[src/rtl/enm_bullet_pool.sv]
// Enemy bullet pool: every enemy owns one bullet slot per firing direction.
// Per-enemy fire timers launch idle slots, and flying slots advance each cycle.
// Slots retire when they leave the playfield, hit the player, or lose their owner.
// Hits on the player raise a one-cycle shot pulse, then a fixed invulnerability window.
//
// Handshake: there is none. All inputs are level-sampled on every clk22 edge
// while en=1, and all outputs come straight from registers.
module enm_bullet_pool #(
  parameter int N_ENM       = 4,   // enemies, 1..8
  parameter int N_DIR       = 3,   // bullets per enemy, 1..3
  parameter int FIRE_PERIOD = 16,  // cycles between fire ticks, 2..255
  parameter int SV          = 10,  // vertical bullet step
  parameter int SD          = 7,   // diagonal bullet step per axis
  parameter int XMIN        = 8,
  parameter int XMAX        = 432,
  parameter int YMAX        = 472,
  parameter int HXL         = 10,  // player hitbox half-extent, left
  parameter int HXR         = 12,  // player hitbox half-extent, right
  parameter int HY          = 11,  // player hitbox half-extent, vertical
  parameter int INVUL       = 32   // invulnerability length after a hit, >= 1
) (
  input  logic                         clk22,
  input  logic                         rst,
  input  logic                         en,
  input  logic [9:0]                   reimux,
  input  logic [9:0]                   reimuy,
  input  logic [N_ENM*10-1:0]          enm_x,
  input  logic [N_ENM*10-1:0]          enm_y,
  input  logic [N_ENM-1:0]             enm_alive,
  output logic [N_ENM*N_DIR*10-1:0]    blt_x,
  output logic [N_ENM*N_DIR*10-1:0]    blt_y,
  output logic [N_ENM*N_DIR-1:0]       blt_act,
  output logic                         shot,
  output logic                         invul
);

  localparam int NS = N_ENM * N_DIR;
  localparam int IW = (INVUL < 1) ? 1 : $clog2(INVUL + 1);
  localparam logic [7:0] RELOAD = 8'(FIRE_PERIOD - 1);

  // blt_act is the exported view of each slot's state register.
  typedef enum logic {IDLE = 1'b0, FLY = 1'b1} slot_state_t;

  // ---------------------------------------------------------------------------
  // Per-enemy fire timers
  // ---------------------------------------------------------------------------
  logic [7:0]       fcnt_q [N_ENM];
  logic [7:0]       fcnt_d [N_ENM];
  logic [N_ENM-1:0] fire_tick;

  // Count down while alive, tick and reload on zero, park at reload while dead.
  always_comb begin
    for (int e = 0; e < N_ENM; e++) begin
      fcnt_d[e]    = fcnt_q[e];
      fire_tick[e] = 1'b0;
      if (en) begin
        if (!enm_alive[e]) begin
          fcnt_d[e] = RELOAD;
        end else if (fcnt_q[e] == 8'd0) begin
          fire_tick[e] = 1'b1;
          fcnt_d[e]    = RELOAD;
        end else begin
          fcnt_d[e] = fcnt_q[e] - 8'd1;
        end
      end
    end
  end

  // Fire timer registers.
  always_ff @(posedge clk22) begin
    for (int e = 0; e < N_ENM; e++) begin
      if (rst) fcnt_q[e] <= RELOAD;
      else     fcnt_q[e] <= fcnt_d[e];
    end
  end

  // ---------------------------------------------------------------------------
  // Player hitbox bounds, 11-bit, with the lower edges clamped at 0
  // ---------------------------------------------------------------------------
  logic [10:0] px, py, hx_lo, hx_hi, hy_lo, hy_hi;
  assign px    = {1'b0, reimux};
  assign py    = {1'b0, reimuy};
  assign hx_lo = (px >= 11'(HXL)) ? (px - 11'(HXL)) : 11'd0;
  assign hx_hi = px + 11'(HXR);
  assign hy_lo = (py >= 11'(HY)) ? (py - 11'(HY)) : 11'd0;
  assign hy_hi = py + 11'(HY);

  logic [NS-1:0] hit_vec;

  // ---------------------------------------------------------------------------
  // Bullet slots: slot s = d*N_ENM + e
  // ---------------------------------------------------------------------------
  for (genvar s = 0; s < NS; s++) begin : g_slot
    localparam int D = s / N_ENM;
    localparam int E = s % N_ENM;

    slot_state_t state_q, state_d;
    logic [9:0]  x_q, x_d, y_q, y_d;
    logic [10:0] nx, ny;
    logic        in_box, oob;

    // Candidate next position; an x underflow wraps far above XMAX.
    always_comb begin
      nx = {1'b0, x_q};
      ny = {1'b0, y_q};
      if (D == 0) begin
        ny = ny + 11'(SV);
      end else if (D == 1) begin
        nx = nx - 11'(SD);
        ny = ny + 11'(SD);
      end else begin
        nx = nx + 11'(SD);
        ny = ny + 11'(SD);
      end
    end

    assign oob    = (nx < 11'(XMIN)) || (nx > 11'(XMAX)) || (ny > 11'(YMAX));
    assign in_box = (hx_lo < {1'b0, x_q}) && ({1'b0, x_q} < hx_hi) &&
                    (hy_lo < {1'b0, y_q}) && ({1'b0, y_q} < hy_hi);
    // A dead owner outranks a hit, so such a slot never damages the player.
    assign hit_vec[s] = (state_q == FLY) && in_box && enm_alive[E];

    // Slot next state: owner dead > hit > out-of-bounds > move; idle slots launch on tick.
    always_comb begin
      state_d = state_q;
      x_d     = x_q;
      y_d     = y_q;
      if (en) begin
        if (!enm_alive[E]) begin
          state_d = IDLE;
          x_d     = 10'd0;
          y_d     = 10'd0;
        end else if (state_q == IDLE) begin
          if (fire_tick[E]) begin
            state_d = FLY;
            x_d     = enm_x[E*10 +: 10];
            y_d     = enm_y[E*10 +: 10];
          end
        end else if (in_box || oob) begin
          state_d = IDLE;
          x_d     = 10'd0;
          y_d     = 10'd0;
        end else begin
          x_d = nx[9:0];
          y_d = ny[9:0];
        end
      end
    end

    // Slot state and position registers.
    always_ff @(posedge clk22) begin
      if (rst) begin
        state_q <= IDLE;
        x_q     <= 10'd0;
        y_q     <= 10'd0;
      end else begin
        state_q <= state_d;
        x_q     <= x_d;
        y_q     <= y_d;
      end
    end

    assign blt_x[s*10 +: 10] = x_q;
    assign blt_y[s*10 +: 10] = y_q;
    assign blt_act[s]        = (state_q == FLY);
  end

  // ---------------------------------------------------------------------------
  // Player damage and invulnerability
  // ---------------------------------------------------------------------------
  logic          hit_any;
  logic [IW-1:0] icnt_q, icnt_d;
  logic          shot_q, shot_d, invul_q, invul_d;

  assign hit_any = |hit_vec;

  // A hit only counts while the window is closed; counted hits reopen it.
  always_comb begin
    icnt_d = icnt_q;
    shot_d = 1'b0;
    if (en) begin
      if (hit_any && (icnt_q == '0)) begin
        shot_d = 1'b1;
        icnt_d = IW'(INVUL);
      end else if (icnt_q != '0) begin
        icnt_d = icnt_q - IW'(1);
      end
    end
    invul_d = (icnt_d != '0);
  end

  // Damage/invulnerability registers.
  always_ff @(posedge clk22) begin
    if (rst) begin
      icnt_q  <= '0;
      shot_q  <= 1'b0;
      invul_q <= 1'b0;
    end else begin
      icnt_q  <= icnt_d;
      shot_q  <= shot_d;
      invul_q <= invul_d;
    end
  end

  assign shot  = shot_q;
  assign invul = invul_q;

endmodule

[config.mk]
export PLATFORM = sky130hd
export DESIGN_NAME = enm_bullet_pool
export DESIGN_NICKNAME = d
export VERILOG_FILES = /design/src/rtl/enm_bullet_pool.sv
export SDC_FILE = /design/constraint.sdc
export NUM_CORES = 1
export LEC_CHECK = 0
export CORE_MARGIN = 2
export CORE_UTILIZATION = 50
export DETAILED_ROUTE_END_ITERATION = 7
export PLACE_DENSITY_LB_ADDON = 0.2
export SLEW_MARGIN = 20
export SYNTH_ARGS = -nofsm -noshare
export SYNTH_HDL_FRONTEND = slang
export SYNTH_SLANG_ARGS = --single-unit
[constraint.sdc]
create_clock -name clk22 -period 16.3 [get_ports clk22]
set_input_delay 3.26 -clock clk22 [delete_from_list [all_inputs] [get_ports clk22]]
set_output_delay 3.26 -clock clk22 [all_outputs]
set_load 0.01 [all_outputs]
==> reports/metrics.cfg <==
[yosys]
ys_ff_latch = 292
synth.avg_cell_area_um2 = 7.70
synthArstFlopShare_pct = 0
synth-edff-count = 0
synth.distinct_cells = 91
synthFlopType = dfxtp_1
synth_area_um2 = 28900
yosysTopAreaCellShare_pct = 20.4
synth_nets = 4337
yosys_warnings = 0
netlist_instances = 3758
seq_area_frac_synth_pct = 20.2
netlist.top_cell.by_area = ha_1
synth_area_leaders = ha_1, dfxtp_1, a21oi_1

[global_routing]
grt_pass1_vias = 28992
use_met3_pct = 8.51
grt_max_degree = 68
grt_pass1_wl_um = 177000
overflow = 0
use_met1_pct = 50.5
antenna_found_initial = 6
grt.met2_usage_pct = 57.5
track_usage_pct = 38.4
busiest_layer = met2

[detailed_routing]
antenna_left = 0
drc = 0
first_pass_iters = 6
viasPerCell = 6.58
vias = 31854
wire_per_inst_um = 24.7
routed_wl_um = 120000
drt_iter0_drc = 3993

[die]
core_area_um2 = 57500
start_util_pct = 50.3
rows = 88
ios = 361
die_h_um = 245
die_w_um = 245
die_area_um2 = 59800

[clock_tree]
cts_resized = 0
ctsHoldBuffers = 0
clock_latency_ns = 0.60
cts_max_path_buffers = 3
cts.sinks = 292
cts_setup_buffers = 0
cts_tree = built
clkTransAtPathRegs_ns = 0.06
numCtsBuffers = 38
clockRootBuffer = clkbuf_16
cts_max_level = 2

[timing]
fmax_mhz = 115
final-setup-viol-count = 0
worst_pin_slew_ns = 1.17
drv_slew = 0
fin_crit_sh_pct = 53.4
fin_crit_ns = 8.71
max-slew-margin-rel_pct = 22.0
rsz0062_at_grt = false
finalClockSkew_ns = 0.0332
setup_tns_ns = 0
hold_viol = 0

[power_and_ir_drop]
p_sw_mw = 0.721
ir_worst_vdd_v = 0.0000574
power_density_nw_per_um2 = 62.5
netSwitchingFraction_pct = 33.3
p_leak_nw = 13.4
power_frac_seq_pct = 35.0
comb_power_share_pct = 24.6
power.internal_mw = 1.44
pwr-share-clk_pct = 40.4

[worst_setup_path]
crit_start = reimuy[0]
cp_data_required_time_ns = 16.72
r2r_slack_ns = 12.20
endpoint = g_slot[4].x_q[4]
worst_setup_path_start_kind = input port
end_kind = flip-flop
rr_worst_depth = 10
crit_chain = clkdlybuf4s50_1 -> buf_4 -> a21oi_1 -> o21ai_1 -> nor2_1 -> nor2b_2 -> buf_4 -> ha_1 -> o21ai_0 -> a211oi_1 -> a2111oi_0 -> a211oi_1 -> or4_1 -> o211ai_1 -> nor2_1 -> o21ai_2 -> o21ai_0
crit_fanout = 20
cp_slowest_cell = o21ai_2
r2r-end = g_slot[11].y_q[9]
crit-reg2reg-launch = g_slot[11].y_q[3]
max_stage_delay_ns = 0.74
critPathKind = input port to flip-flop
critPathArrivalTime_ns = 9.13

[placement]
routabilityCongestion = 1.03
place_hpwl_um = 89200
numPortBuffers = 360

[final_layout]
drive_above_1_share_pct = 5.35
nNetsFinal = 4623
fin_util_pct = 60.1
syn_to_final_growth_pct = 19.5

[hold_path]
hold_path_depth = 2
min_path_type = flip-flop to flip-flop

[flow_run]
maxCapViolations = 0

[status]
outcome = completed

## cells by family after synthesis
logic type	Yosys count	synth area share [%]
DFF	292	20.2
muxes	80	2.86
AOI/OAI and AO/OA	1155	26.5
buffers and inverters	471	6.69
xor gates and xnor gates	113	3.42
adders and majority gates	475	20.5
and+or+nand+nor	1172	19.8
## power groups by stage
stage          clock network (mW)  logic (mW)  registers (mW)
5_1_grt                     0.902       0.579           0.758
4_1_cts                     0.872       0.517           0.755
6_report                    0.872       0.532           0.756
2_1_floorplan                   0       0.314           0.765
3_3_place_gp                    0       0.507           0.771
3_5_place_dp                    0       0.514           0.771
## synthesized netlist by cell type (all sizes together), types with 53 or more instances
master  number
a31oi       85
nand3      141
nor2b       71
clkbuf     126
dfxtp      292
ha         472
a21oi      276
nor3       113
inv        291
nand4       73
o22ai       60
buf         53
a21o        63
nand2      282
xnor2       82
a211oi      59
mux2i       59
nor2       292
o21ai      232
## cell usage in the layout, fill, tap and decap left out, types with 18 or more instances in the layout
cell | Yosys | final
nand2_1 | 282 | 282
nand2b_1 | 35 | 35
clkdlybuf4s50_1 | 0 | 358
a21oi_1 | 274 | 271
clkbuf_16 | 0 | 38
o21a_1 | 20 | 20
xnor2_1 | 82 | 79
o21ai_0 | 225 | 223
nor2b_1 | 71 | 70
nand4_1 | 73 | 73
o2111ai_1 | 38 | 37
a211oi_1 | 59 | 59
a22o_1 | 18 | 18
buf_4 | 20 | 66
nand3_1 | 141 | 141
or3_1 | 20 | 20
nor3_1 | 111 | 110
a221o_1 | 19 | 19
nor4_1 | 42 | 41
a21o_1 | 62 | 62
a22oi_1 | 49 | 49
and3_1 | 31 | 31
o31ai_1 | 19 | 19
o22ai_1 | 60 | 60
o211ai_1 | 36 | 36
nor2_1 | 291 | 281
a2111oi_0 | 24 | 24
inv_1 | 291 | 290
a31oi_1 | 85 | 84
dfxtp_1 | 292 | 291
xor2_1 | 31 | 20
ha_1 | 472 | 472
mux2_2 | 21 | 21
mux2i_1 | 59 | 59
## per-stage QoR
step	cells	power (mW)	hold WS, ns	area, um^2	worst slack [ns]
after global routing	4837	2.24	0.537	34600	7.37
final	4841	2.16	0.510	34600	7.59
after floorplan	3758	1.08	0.448	28900	8.78
after detailed placement	4769	1.28	0.499	33300	7.17
after global placement	4769	1.28	0.477	33300	7.07
after CTS	4837	2.14	0.515	34600	7.75
## sequential cells by signal, summed over array words and instances (netlist names)
signal          cells
fcnt_q             32
g_slot.state_q     12
g_slot.x_q        120
g_slot.y_q        120
icnt_q              6
invul               1
shot                1
## final cells by class
| cell class | count | area (um^2) |
|---|---|---|
| diodes | 4 | 10.0 |
| fillers | 5333 | 22900 |
| clock inverters | 16 | 186 |
| multi-input cells | 2995 | 21300 |
| clock buffers | 52 | 1060 |
| well taps | 765 | 957 |
| flip-flops and latches | 292 | 5850 |
| inverters | 292 | 1100 |
| repair buffers | 425 | 4080 |
## layer usage
| layer | vias up | part of all wire, % | wire length, um |
|---|---|---|---|
| met5 | - | 0.038 | 46 |
| met4 | 8 | 6.6 | 7900 |
| li1 | 14638 | - | - |
| met2 | 1957 | 42 | 49900 |
| met1 | 14830 | 40 | 47800 |
| met3 | 421 | 12 | 13900 |
## worst min-delay path by stage
stage	endpoint	slack, ns	from
after floorplan	fcnt_q[1][4]	0.45	fcnt_q[1][4]
after global placement	fcnt_q[1][4]	0.48	fcnt_q[1][4]
after detailed placement	fcnt_q[0][1]	0.50	fcnt_q[0][1]
after CTS	fcnt_q[0][1]	0.51	fcnt_q[0][1]
after global routing	fcnt_q[0][1]	0.54	fcnt_q[0][1]
final	fcnt_q[0][1]	0.51	fcnt_q[0][1]
## critical path: cells and delay by family
family          cells  cell delay [ns]
fa+ha+maj           1             0.24
buf+inv             3             1.16
simple gates        4             1.67
compound gates      9             2.78
(Power assumes the default switching activity.)
